`src/rtl/systolic_array_feeder.sv`:
```
// Sequencer for a 1xN systolic MAC array: streams activation/weight tiles from the
// buffers into the PEs and writes each requantised result to the result buffer.
module systolic_array_feeder #(
  parameter int unsigned MAC_NUM   = 10,
  parameter int unsigned BW_ACT    = 8,
  parameter int unsigned BW_WET    = 8,
  parameter int unsigned ADDR_W    = 16,
  parameter int unsigned ARRAY_LAT = 3
) (
  input  logic                        clk,
  input  logic                        reset_n,
  input  logic                        start,
  input  logic [ADDR_W-1:0]           cfg_num_out,
  input  logic [ADDR_W-1:0]           cfg_num_tile,
  input  logic [7:0]                  cfg_shift,
  output logic                        busy,
  output logic                        done,
  output logic                        act_rd_en,
  output logic [ADDR_W-1:0]           act_rd_addr,
  input  logic [MAC_NUM*BW_ACT-1:0]   act_rd_data,
  output logic                        wet_rd_en,
  output logic [ADDR_W-1:0]           wet_rd_addr,
  input  logic [MAC_NUM*BW_WET-1:0]   wet_rd_data,
  output logic                        PE_mac_enable,
  output logic                        PE_clear_acc,
  output logic signed [BW_ACT-1:0]    PE_act_out [MAC_NUM],
  output logic signed [BW_WET-1:0]    PE_wet_out [MAC_NUM],
  output logic [7:0]                  PE_res_shift_num,
  input  logic signed [BW_ACT-1:0]    PE_result_in,
  output logic                        res_we,
  output logic [ADDR_W-1:0]           res_addr,
  output logic [BW_ACT-1:0]           res_data
);

  localparam int unsigned    LAT_W    = (ARRAY_LAT > 1) ? $clog2(ARRAY_LAT) : 1;
  localparam logic [LAT_W-1:0] LAT_LAST = LAT_W'(ARRAY_LAT - 1);

  typedef enum logic [2:0] {IDLE, RUN, DRAIN, WRITE, DONE} state_t;

  state_t            state_q, state_d;
  logic [ADDR_W-1:0] num_out_q, num_out_d;
  logic [ADDR_W-1:0] num_tile_q, num_tile_d;
  logic [ADDR_W-1:0] o_q, o_d;
  logic [ADDR_W-1:0] t_q, t_d;
  logic [ADDR_W-1:0] w_q, w_d;
  logic [LAT_W-1:0]  lat_q, lat_d;
  logic [7:0]        shift_d;
  logic              busy_d, done_d, rd_en_d, mac_en_d, clear_d, res_we_d;

  always_comb begin
    state_d    = state_q;
    num_out_d  = num_out_q;
    num_tile_d = num_tile_q;
    o_d        = o_q;
    t_d        = t_q;
    w_d        = w_q;
    lat_d      = lat_q;
    shift_d    = PE_res_shift_num;

    case (state_q)
      IDLE: begin
        if (start) begin
          num_out_d  = cfg_num_out;
          num_tile_d = cfg_num_tile;
          shift_d    = cfg_shift;
          o_d        = '0;
          t_d        = '0;
          w_d        = '0;
          state_d    = (cfg_num_out == '0 || cfg_num_tile == '0) ? DONE : RUN;
        end
      end
      RUN: begin
        // Weight address is a running count: it equals o*num_tile+t without a multiplier.
        w_d = w_q + ADDR_W'(1);
        if (t_q == num_tile_q - ADDR_W'(1)) begin
          t_d     = '0;
          lat_d   = '0;
          state_d = DRAIN;
        end else begin
          t_d = t_q + ADDR_W'(1);
        end
      end
      DRAIN: begin
        if (lat_q == LAT_LAST) state_d = WRITE;
        else                   lat_d   = lat_q + LAT_W'(1);
      end
      WRITE: begin
        o_d     = o_q + ADDR_W'(1);
        state_d = (o_d == num_out_q) ? DONE : RUN;
      end
      DONE:    state_d = IDLE;
      default: state_d = IDLE;
    endcase

    // Outputs are registered, so they are derived from the state being entered.
    busy_d   = (state_d == RUN) || (state_d == DRAIN) || (state_d == WRITE);
    done_d   = (state_d == DONE);
    rd_en_d  = (state_d == RUN);
    res_we_d = (state_d == WRITE);
    mac_en_d = act_rd_en;
    clear_d  = act_rd_en && (act_rd_addr == '0);
  end

  always_ff @(posedge clk or negedge reset_n) begin
    if (!reset_n) begin
      state_q          <= IDLE;
      num_out_q        <= '0;
      num_tile_q       <= '0;
      o_q              <= '0;
      t_q              <= '0;
      w_q              <= '0;
      lat_q            <= '0;
      PE_res_shift_num <= '0;
      busy             <= 1'b0;
      done             <= 1'b0;
      act_rd_en        <= 1'b0;
      act_rd_addr      <= '0;
      wet_rd_en        <= 1'b0;
      wet_rd_addr      <= '0;
      PE_mac_enable    <= 1'b0;
      PE_clear_acc     <= 1'b0;
      res_we           <= 1'b0;
      res_addr         <= '0;
    end else begin
      state_q          <= state_d;
      num_out_q        <= num_out_d;
      num_tile_q       <= num_tile_d;
      o_q              <= o_d;
      t_q              <= t_d;
      w_q              <= w_d;
      lat_q            <= lat_d;
      PE_res_shift_num <= shift_d;
      busy             <= busy_d;
      done             <= done_d;
      act_rd_en        <= rd_en_d;
      act_rd_addr      <= rd_en_d ? t_d : '0;
      wet_rd_en        <= rd_en_d;
      wet_rd_addr      <= rd_en_d ? w_d : '0;
      PE_mac_enable    <= mac_en_d;
      PE_clear_acc     <= clear_d;
      res_we           <= res_we_d;
      res_addr         <= res_we_d ? o_d : '0;
    end
  end

  // Buffer read data and the array result only exist in the cycle they are consumed,
  // so they are gated straight through by the registered enables.
  always_comb begin
    for (int unsigned i = 0; i < MAC_NUM; i++) begin
      PE_act_out[i] = PE_mac_enable ? act_rd_data[i*BW_ACT +: BW_ACT] : '0;
      PE_wet_out[i] = PE_mac_enable ? wet_rd_data[i*BW_WET +: BW_WET] : '0;
    end
  end

  assign res_data = res_we ? PE_result_in : '0;

endmodule
```
`config.mk`:
```
export PLATFORM = sky130hd
export DESIGN_NAME = systolic_array_feeder
export DESIGN_NICKNAME = d
export VERILOG_FILES = /design/src/rtl/systolic_array_feeder.sv
export SDC_FILE = /design/constraint.sdc
export NUM_CORES = 1
export LEC_CHECK = 0
export CAP_MARGIN = 20
export CORE_MARGIN = 2
export CORE_UTILIZATION = 25
export DETAILED_ROUTE_END_ITERATION = 12
export PLACE_DENSITY = 0.57
export SYNTH_ARGS = -nofsm -noshare
export SYNTH_HDL_FRONTEND = slang
export SYNTH_SLANG_ARGS = --single-unit
```
`constraint.sdc`:
```
create_clock -name clk -period 3.38 [get_ports clk]
set_clock_uncertainty 0.05 [all_clocks]
set_input_delay 0.676 -clock clk [delete_from_list [all_inputs] [get_ports clk]]
set_output_delay 0.676 -clock clk [all_outputs]
set_load 0.01 [all_outputs]
```
==> key figures, run 1 <==
Timing
  • Tmin final: between 3 and 4 ns
  • Final WS setup: 0.244 ns
  • F_max: 319 MHz
  • Setup TNS: 0 ns
  • Final Setup Violations: 0
  • Final Max Slew Viols: 0
  • Unrepaired setup endpoints after global routing: false
  • Final hold violations: 0
  • Hold_ws: ~0.24 ns
  • Final critical-path share of the clock period: 0.928
  • Headroom to the max-slew limit: 0.444
  • Worst Max-Slew Pin Slew: 0.828 ns

Power and ir drop
  • Sw frac: 0.255
  • Static leakage: between 5 and 6 nW
  • Pwr dens: between 300 and 400 nW/um^2
  • Logic pwr share: 0.162
  • Clock power share: 0.433
  • Flop pwr share: 0.405
  • Psw: roughly 1.1 mW
  • Internal power: 3.23 mW
  • Maximum vdd drop: 0.336 mV

Placement
  • Place WS: between 0.15 and 0.2 ns
  • PortBufs: 441
  • Gpl congestion: between 0.9 and 1
  • DPL Wire Length: roughly 38000 um
  • Placed cells: between 1500 and 2000

Finish
  • Area grow syn2layout: 68.0%
  • Layout fillers: 3078
  • Final non-filler cell total: 1770
  • Nets@finish: 1569
  • Most common cell after layout, fill and taps aside: clkdlybuf4s50_1
  • FF+latch area: roughly 3700 um^2
  • Most frequent cells in the layout: clkdlybuf4s50_1, and2_1, nand2_1
  • Layout cells sized above 1: 0.0476
  • Multi-input gate area: 4130 um^2

Clocking
  • TritonCTS buffer count: 17
  • Clk Tree Root Cell: clkbuf_16
  • Sink Count: 147
  • Clock-pin slew of the registers on the worst-case setup and hold paths: roughly 0.070 ns
  • H-Tree Depth: 4
  • CTS tree: done
  • Hold_buf cts: 0
  • Post-CTS Setup Bufs: 0
  • Post-CTS sizing: 0
  • Worst skew pair latency: around 0.43 ns
  • Deepest clock path buffer count: 2

Drt
  • Max layer used: met5
  • Via count: 8311
  • Routed wl met3: ~4300 um
  • DR WL/cell: approximately 25 um
  • DR DRC count: 0
  • M1 WL: 16800 um
  • Final WL: 43900 um
  • Via density: 4.70
  • Drt pass-1 iters: 6
  • Initial detailed-routing violation count: 433
  • Met2 routed WL: 21400 um
  • Post-route ant nets: 0

Worst hold path
  • Worst hold-check path type: in2async

Floorplan
  • Die ar.: approximately 34000 um^2
  • Die Wd: 184 um
  • I/O pin count: roughly 440
  • Effective utilization at floorplan: 0.255
  • Core box area: 31700 um^2
  • Die Y: 184 um
  • Site Rows: 65

Synth
  • Commonest register cell after synthesis: dfrtp_1
  • FF+latch count, synth: around 150
  • Syn Inst Count: 923
  • Syn nets: 1139
  • Post-synthesis sequential area ratio: 0.455
  • Synth warn: 0
  • Asr flop ratio synth: 1.00
  • Synthesized area per cell: a little under 9 um^2
  • Cell area after synthesis: 8080 um^2
  • Post-synth EDFFs: 0
  • Netlist cell types: between 50 and 60

Outcome
  • Status: finished clean

Setup path
  • FF-to-FF End: act_rd_addr[2]$_DFF_PN0_
  • CP required: 3.63 ns
  • Crit path max-delay cell type: or4_1
  • Crit path capture type: register
  • RR Startpoint: o_q[3]$_DFF_PN0_
  • CP max stage delay: 0.60 ns
  • Critical Path Fanout Max: 17
  • Critical path arrival: 3.38 ns
  • Cell Chain, Critical Path: and4_1, nand2_1, or4_1, a21oi_1, nand4_1, nor4_2, a22o_1, or3b_4, nor2b_1
  • Flop-to-flop setup slack: 0.24 ns
  • Crit start category: register
  • Worst R2R Path Depth: 9
  • Critical path class: reg2reg

Global routing
  • First-pass GRT wire length: 59100 um
  • Vias in the first global route: 7972
  • Initial antenna violation count: 20
  • Largest net degree at the start of global routing: 85
  • Total Routing Usage GR: 0.252
  • Grt total ovfl: 0

Job
  • Max-Cap Viols: 0
## Yosys cell counts, types with 13 or more instances
cell type,n,area (um^2)
xnor2_1,23,201
xor2_1,21,184
a21oi_1,14,70.1
nor2b_1,33,206
o31ai_1,15,113
nor4_1,25,156
inv_1,13,48.8
dfrtp_1,147,3680
nand2_1,171,642
clkbuf_1,42,158
o21ai_0,47,235
nand4_1,15,93.8
nor2_1,26,97.6
nor3_1,19,95.1
nand3_1,29,145
and2_1,178,1110
## power groups by stage
stage	Clock, mW	Sequential, mW	Combinational, mW
after CTS	1.92	1.76	0.712
after floorplan	0	1.79	0.130
final	1.88	1.76	0.701
after global placement	0	1.79	0.708
after global routing	2.00	1.76	0.738
after detailed placement	0	1.79	0.711
## cell type report
class,instances,share of cell area
Multi-Input combinational cell,711,0.305
Sequential cell,147,0.271
Inverter,13,0.00360
Clock buffer,17,0.0314
Timing Repair Buffer,463,0.339
Tap cell,402,0.0371
Antenna cell,2,0.000369
Clock inverter,15,0.0121
## flip-flops by register name, summed over array words and instances, names as in the netlist
register,cells
act_rd_addr,16
num_out_q,16
num_tile_q,16
o_q,16
res_addr,16
t_q,16
w_q,16
wet_rd_addr,16
PE_res_shift_num,8
state_q,3
lat_q,2
PE_clear_acc,1
PE_mac_enable,1
busy,1
done,1
res_we,1
wet_rd_en,1
## routing by layer
layer	up-vias	global-route usage
li1	3971	-
met1	3938	0.293
met2	334	0.422
met3	52	0.0937
met4	16	0.0928
met5	-	0
## logic make-up after synthesis
logic type      count (synthesis)  synth area share
simple gates                  539             0.355
flops                         147             0.455
compound gates                112            0.0868
buf+inv                        66            0.0349
xor+xnor                       44            0.0477
mux                            10            0.0127
fa+ha+maj                       5           0.00775
## critical path, delay by kind of cell (launching register included)
kind,cells,cell delay (ns)
simple gates,7,1.99
flops,1,0.47
compound gates,2,0.48
## stage by stage
stage	instance area, um^2	power [mW]	utilization
3_5_place_dp	13000	2.50	0.409
5_1_grt	13600	4.50	0.428
6_report	13600	4.34	0.428
3_3_place_gp	13000	2.50	0.409
2_1_floorplan	8080	1.92	-
4_1_cts	13600	4.39	0.427
## worst max-delay path by stage
stage / from / to / slack [ns] / cells after the start
finish: o_q[3]$_DFF_PN0_ / act_rd_addr[2]$_DFF_PN0_ / 0.24 / 9
detailed placement: num_tile_q[0]$_DFFE_PN0P_ / act_rd_addr[4]$_DFF_PN0_ / 0.16 / 12
CTS: num_tile_q[0]$_DFFE_PN0P_ / act_rd_addr[2]$_DFF_PN0_ / 0.15 / 12
global placement: num_tile_q[0]$_DFFE_PN0P_ / act_rd_addr[11]$_DFF_PN0_ / 0.26 / 12
global route: num_tile_q[0]$_DFFE_PN0P_ / act_rd_addr[12]$_DFF_PN0_ / 0.01 / 13
floorplan: num_tile_q[0]$_DFFE_PN0P_ / act_rd_addr[12]$_DFF_PN0_ / 0.47 / 13
Note: power is estimated with default switching activity, not from simulation.
==> run 2, diff against run 1 <==
ABC_CLOCK_PERIOD_IN_PS = 3380   (was default)
SETUP_SLACK_MARGIN = 0.5   (was default)
==> run 2 against run 1 <==
Net effect:
- critical path depth up 4
- total power up 0.31%
- sequential cell count unchanged
- first-iteration DRC count up 20%
- hold slack worse by 0.052 ns
- register-to-register slack better by 0.18 ns
- via count up 4.8%
- count of clock-buffer cells in the layout unchanged
- core utilization up 1.9 points
- critical path type unchanged
==> key figures, run 2 (synthesized netlist as in run 1, its figures left out) <==
Drt
  • Initial detailed-routing violation count: 520 (was 433)
  • Final WL: 47400 um (was 43900 um)
  • DR WL/cell: 26.2 um (was 24.8 um)
  • DR DRC count: 0 (unchanged)
  • Post-route ant nets: 0 (unchanged)
  • Drt pass-1 iters: 5 (was 6)
  • Via density: 4.82 (was 4.70)
  • Via count: 8709 (was 8311)

Power and ir drop
  • Clock power share: 0.431 (was 0.433)
  • Logic pwr share: 0.165 (was 0.162)
  • Pwr dens: 307 nW/um^2 (was 320 nW/um^2)
  • Flop pwr share: 0.404 (was 0.405)
  • Static leakage: 5.86 nW (was 5.60 nW)
  • Sw frac: 0.260 (was 0.255)
  • Psw: 1.13 mW (was 1.11 mW)
  • Maximum vdd drop: 0.360 mV (was 0.336 mV)
  • Internal power: 3.22 mW (was 3.23 mW)
  • Total power: 4.35 mW (was 4.34 mW)

Floorplan
  • Die Wd: 184 um (unchanged)
  • Effective utilization at floorplan: 0.255 (unchanged)
  • Die ar.: 33800 um^2 (unchanged)
  • I/O pin count: 442 (unchanged)
  • Site Rows: 65 (unchanged)
  • Core box area: 31700 um^2 (unchanged)
  • Die Y: 184 um (unchanged)

Placement
  • Gpl congestion: 0.946 (was 0.934)
  • Place WS: 0.141 ns (was 0.160 ns)
  • DPL Wire Length: 39200 um (was 38000 um)
  • PortBufs: 441 (unchanged)

Finish
  • Layout cells sized above 1: 0.117 (was 0.0476)
  • Layout fillers: 3036 (was 3078)
  • Most frequent cells in the layout: clkdlybuf4s50_1, nand2_1, and2_1 (was clkdlybuf4s50_1, and2_1, nand2_1)
  • Nets@finish: 1600 (was 1569)
  • Final core utilization: 0.447 (was 0.428)
  • Most common cell after layout, fill and taps aside: clkdlybuf4s50_1 (unchanged)
  • Area grow syn2layout: 75.4% (was 68.0%)

Timing
  • F_max: 338 MHz (was 319 MHz)
  • Setup TNS: 0 ns (unchanged)
  • Final Max Slew Viols: 0 (unchanged)
  • Final hold violations: 0 (unchanged)
  • Hold_ws: 0.183 ns (was 0.236 ns)
  • Final critical-path share of the clock period: 0.874 (was 0.928)
  • Worst Max-Slew Pin Slew: 0.656 ns (was 0.828 ns)
  • Final WS setup: 0.425 ns (was 0.244 ns)
  • Final Setup Violations: 0 (unchanged)
  • Headroom to the max-slew limit: 0.560 (was 0.444)
  • Tmin final: 2.96 ns (was 3.14 ns)
  • Unrepaired setup endpoints after global routing: true (was false)

Global routing
  • Total Routing Usage GR: 0.269 (was 0.252)
  • Initial antenna violation count: 10 (was 20)
  • Vias in the first global route: 8398 (was 7972)
  • Grt total ovfl: 0 (unchanged)
  • First-pass GRT wire length: 63100 um (was 59100 um)
  • Largest net degree at the start of global routing: 64 (was 85)

Setup path
  • Crit start category: register (unchanged)
  • Flop-to-flop setup slack: 0.42 ns (was 0.24 ns)
  • Cell depth of the worst setup path: 13 (was 9)
  • Worst path top cell family by delay: compound AO/OA/AOI/OAI gates (was simple AND/OR/NAND/NOR gates)
  • Crit path max-delay cell type: dfrtp_1 (was or4_1)
  • Worst R2R Path Depth: 13 (was 9)
  • Crit path capture type: register (unchanged)
  • CP max stage delay: 0.42 ns (was 0.60 ns)
  • RR Startpoint: num_tile_q[0]$_DFFE_PN0P_ (was o_q[3]$_DFF_PN0_)
  • CP required: 3.65 ns (was 3.63 ns)
  • CP bufs+invs: 3 (was 0)
  • Critical path arrival: 3.23 ns (was 3.38 ns)
  • Critical Path Fanout Max: 5 (was 17)
  • Critical path class: reg2reg (unchanged)
  • Cell Chain, Critical Path: inv_2, ha_4, nor2b_4, or3_4, a211oi_2, o211ai_1, o21bai_4, o31ai_2, buf_4, buf_12, nor3_1, a311o_1, nor2b_1 (was and4_1, nand2_1, or4_1, a21oi_1, nand4_1, nor4_2, a22o_1, or3b_4, nor2b_1)
  • FF-to-FF End: act_rd_addr[12]$_DFF_PN0_ (was act_rd_addr[2]$_DFF_PN0_)

Clocking
  • Sink Count: 147 (unchanged)
  • Deepest clock path buffer count: 2 (unchanged)
  • TritonCTS buffer count: 17 (unchanged)
  • Worst skew pair latency: 0.43 ns (about the same)
  • H-Tree Depth: 4 (unchanged)
  • Clk Tree Root Cell: clkbuf_16 (unchanged)
  • Hold_buf cts: 0 (unchanged)
  • CTS tree: done (unchanged)
  • Clock-pin slew of the registers on the worst-case setup and hold paths: 0.07 ns (about the same)

Worst hold path
  • Worst hold-check path type: in2async (unchanged)

Job
  • Max-Cap Viols: 0 (unchanged)

Outcome
  • Status: finished clean (unchanged)
[run 2: cell count changes in the layout (fill, tap and decap cells not counted), sizes merged, moves of 2 or more]
| cell | change |
|---|---|
| buf | +26 |
| clkbuf | +3 |
| clkdlybuf4s50 | -8 |
| diode | +6 |
| dlygate4sd2 | +6 |
| dlymetal6s2s | +2 |
[run 2: what timing repair did]
item                                   CTS  global route
buffers inserted                        15            14
resized for setup                       52            50
setup endpoints to repair              156            60
endpoints found under the hold margin    0             0
cloned                                   3             4
pin swaps                               12            23
[run 2: final cells by class]
cell class              instances  area, um^2  area share
clock inverters                15         144      0.0102
well taps                     402         503      0.0355
diodes                          8        20.0     0.00141
clock buffers                  17         425      0.0300
repair buffers                492        4930       0.348
multi-input cells             713        4390       0.310
inverters                      13        48.8     0.00345
flip-flops and latches        147        3690       0.261
[run 2: stage by stage]
stage / instances / area, um^2
final: 1807 / 14200
after global routing: 1802 / 14100
after CTS: 1781 / 13800
after detailed placement: 1731 / 12900
after global placement: 1731 / 12900
after floorplan: 923 / 8080
[run 2: worst max path at each step]
stage	from	to
after CTS	num_tile_q[2]$_DFFE_PN0P_	act_rd_addr[12]$_DFF_PN0_
final	num_tile_q[0]$_DFFE_PN0P_	act_rd_addr[12]$_DFF_PN0_
after detailed placement	num_tile_q[0]$_DFFE_PN0P_	act_rd_addr[11]$_DFF_PN0_
after global placement	num_tile_q[0]$_DFFE_PN0P_	act_rd_addr[2]$_DFF_PN0_
after global routing	num_tile_q[0]$_DFFE_PN0P_	act_rd_addr[5]$_DFF_PN0_
after floorplan	num_tile_q[0]$_DFFE_PN0P_	act_rd_addr[12]$_DFF_PN0_
[run 2: power groups by stage]
stage,clock [mW],sequential (mW),combinational [mW]
floorplan,0,1.79,0.130
global placement,0,1.79,0.725
detailed placement,0,1.79,0.727
CTS,1.90,1.76,0.727
global route,1.99,1.76,0.754
finish,1.87,1.76,0.719
[run 2: routing by layer]
metal	track usage	vias up	share of wire
met4	0.0899	4	0.021
met1	0.342	4236	0.41
met3	0.0733	41	0.084
met5	0	-	0.00057
li1	-	4042	-
met2	0.440	386	0.49
==> run 3, diff against run 2 <==
CORE_MARGIN = 1   (was 2)
CTS_CLUSTER_SIZE = 28   (was default)
TNS_END_PERCENT = 1   (was default)
==> run 3 against run 2 <==
Net effect:
- cell count fell by 1.2%
- via count fell by 0.98%
- combinational power fell by 0.6%
- first-iteration DRC count rose by 27%
- critical endpoint is now PE_wet_out[20]
- largest power group unchanged
==> key figures, run 3 (synthesized netlist as in run 1, its figures left out) <==
Setup path
  • Critical Path End: PE_wet_out[20] (was act_rd_addr[12]$_DFF_PN0_)
  • Critical path arrival: 2.23 ns (was 3.23 ns)
  • RR Startpoint: o_q[4]$_DFF_PN0_ (was num_tile_q[0]$_DFFE_PN0P_)
  • Crit path capture type: output pin (was register)
  • Crit path launch: PE_mac_enable$_DFF_PN0_ (was num_tile_q[0]$_DFFE_PN0P_)
  • Worst R2R Path Depth: 9 (was 13)
  • Flop-to-flop setup slack: 0.44 ns (was 0.42 ns)
  • Critical path class: reg2out (was reg2reg)
  • CP required: 2.65 ns (was 3.65 ns)
  • Critical Path Fanout Max: 32 (was 5)
  • Crit start category: register (unchanged)
  • FF-to-FF End: act_rd_addr[10]$_DFF_PN0_ (was act_rd_addr[12]$_DFF_PN0_)

Finish
  • Area grow syn2layout: 70.9% (was 75.4%)
  • Final core utilization: 0.436 (was 0.447)
  • Most common cell after layout, fill and taps aside: clkdlybuf4s50_1 (unchanged)
  • Layout cells sized above 1: 0.0738 (was 0.117)
  • Nets@finish: 1586 (was 1600)
  • Most frequent cells in the layout: clkdlybuf4s50_1, and2_1, nand2_1 (was clkdlybuf4s50_1, nand2_1, and2_1)
  • Final non-filler cell total: 1786 (was 1807)
  • Fin area: 13800 um^2 (was 14200 um^2)

Global routing
  • Vias in the first global route: 8184 (was 8398)
  • First-pass GRT wire length: 62700 um (was 63100 um)
  • Total Routing Usage GR: 0.274 (was 0.269)
  • Grt total ovfl: 0 (unchanged)
  • Initial antenna violation count: 16 (was 10)
  • Largest net degree at the start of global routing: 78 (was 64)

Power and ir drop
  • Pwr dens: 309 nW/um^2 (was 307 nW/um^2)
  • Static leakage: 5.69 nW (was 5.86 nW)
  • Sw frac: 0.262 (was 0.260)
  • Psw: 1.12 mW (was 1.13 mW)
  • Clock power share: 0.420 (was 0.431)
  • Internal power: 3.15 mW (was 3.22 mW)
  • Logic pwr share: 0.168 (was 0.165)
  • Maximum vdd drop: 0.353 mV (was 0.360 mV)
  • Flop pwr share: 0.413 (was 0.404)

Drt
  • DR WL/cell: 25.8 um (was 26.2 um)
  • DR DRC count: 0 (unchanged)
  • Via count: 8624 (was 8709)
  • Via density: 4.83 (was 4.82)
  • Drt pass-1 iters: 5 (unchanged)
  • Final WL: 46000 um (was 47400 um)
  • Initial detailed-routing violation count: 659 (was 520)
  • Post-route ant nets: 0 (unchanged)

Floorplan
  • Core box area: 31600 um^2 (was 31700 um^2)
  • Site Rows: 65 (unchanged)
  • Die Wd: 182 um (was 184 um)
  • Effective utilization at floorplan: 0.255 (about the same)
  • I/O pin count: 442 (unchanged)
  • Die ar.: 33000 um^2 (was 33800 um^2)
  • Die Y: 182 um (was 184 um)

Clocking
  • TritonCTS buffer count: 17 (unchanged)
  • Deepest clock path buffer count: 2 (unchanged)
  • Sink Count: 147 (unchanged)
  • Clk Tree Root Cell: clkbuf_16 (unchanged)
  • Hold_buf cts: 0 (unchanged)
  • H-Tree Depth: 4 (unchanged)
  • CTS tree: done (unchanged)
  • Clock-pin slew of the registers on the worst-case setup and hold paths: 0.07 ns (about the same)
  • Worst skew pair latency: 0.44 ns (was 0.43 ns)

Timing
  • Final hold violations: 0 (unchanged)
  • Worst Max-Slew Pin Slew: 0.741 ns (was 0.656 ns)
  • Final Max Slew Viols: 0 (unchanged)
  • Headroom to the max-slew limit: 0.506 (was 0.560)
  • Tmin final: 2.95 ns (was 2.96 ns)
  • F_max: 339 MHz (was 338 MHz)
  • Final Setup Violations: 0 (unchanged)
  • Setup TNS: 0 ns (unchanged)
  • Hold_ws: 0.213 ns (was 0.183 ns)
  • Final critical-path share of the clock period: 0.873 (was 0.874)
  • Unrepaired setup endpoints after global routing: true (unchanged)

Placement
  • Gpl congestion: 0.908 (was 0.946)
  • DPL Wire Length: 38600 um (was 39200 um)
  • PortBufs: 441 (unchanged)
  • Area after DPL: 12900 um^2 (about the same)
  • Placed cells: 1731 (unchanged)

Worst hold path
  • Worst hold-check path type: in2async (unchanged)

Outcome
  • Status: finished clean (unchanged)

Job
  • Max-Cap Viols: 0 (unchanged)
[run 3: changes by cell type in the layout (fill, tap and decap cells not counted), sizes merged]
cell           delta
buf              -12
bufinv            -1
clkbuf            -2
clkdlybuf4s50     +8
clkinv            -1
clkinvlp          +1
diode             -7
dlygate4sd2       -6
dlymetal6s2s      -2
nor2b             -1
or3b              +2
[run 3: stage by stage]
step,power (mW),worst slack (ns)
detailed placement,2.51,0.220
CTS,4.30,0.445
global placement,2.51,0.303
finish,4.26,0.428
global route,4.40,0.311
floorplan,1.92,0.504
[run 3: per-layer routing]
layer	wire length (um)	track usage
met5	57	0
met4	741	0.0641
met3	3850	0.0876
met2	22700	0.469
met1	18700	0.333
[run 3: critical path: stages (launching register included)]
cell             delay [ns]
dfrtp_4                0.52
buf_6                  0.20
buf_8                  0.20
and2_1                 0.16
clkdlybuf4s50_1        0.69
[run 3: final cells by class]
class	instances	area, um^2
Inverter	13	48.8
Fill cell	3090	17800
Multi-Input combinational cell	714	4260
Antenna cell	1	2.50
Clock buffer	18	429
Sequential cell	147	3690
Clock inverter	14	120
Tap cell	402	503
Timing Repair Buffer	477	4750
[run 3: repair_timing]
action	in CTS	in global routing
buffers inserted	16	1
gates cloned	5	0
endpoints found under the setup margin	156	98
pin swaps	10	7
resized for setup	23	10
endpoints found under the hold margin	0	0
[run 3: power groups by stage]
| stage | combinational (mW) | clock (mW) | sequential, mW |
|---|---|---|---|
| after global placement | 0.719 | 0 | 1.79 |
| after detailed placement | 0.722 | 0 | 1.79 |
| final | 0.715 | 1.79 | 1.76 |
| after CTS | 0.723 | 1.82 | 1.76 |
| after floorplan | 0.130 | 0 | 1.79 |
| after global routing | 0.750 | 1.89 | 1.76 |
[run 3: how the worst min path moves through the flow]
| stage | endpoint | cells past startpoint | slack [ns] |
|---|---|---|---|
| final | num_out_q[0]$_DFFE_PN0P_ | 1 | 0.21 |
| after global routing | num_out_q[3]$_DFFE_PN0P_ | 1 | 0.28 |
| after CTS | num_out_q[3]$_DFFE_PN0P_ | 1 | 0.24 |
| after detailed placement | PE_clear_acc$_DFF_PN0_ | 1 | 0.39 |
| after global placement | PE_clear_acc$_DFF_PN0_ | 1 | 0.38 |
| after floorplan | PE_clear_acc$_DFF_PN0_ | 0 | 0.33 |
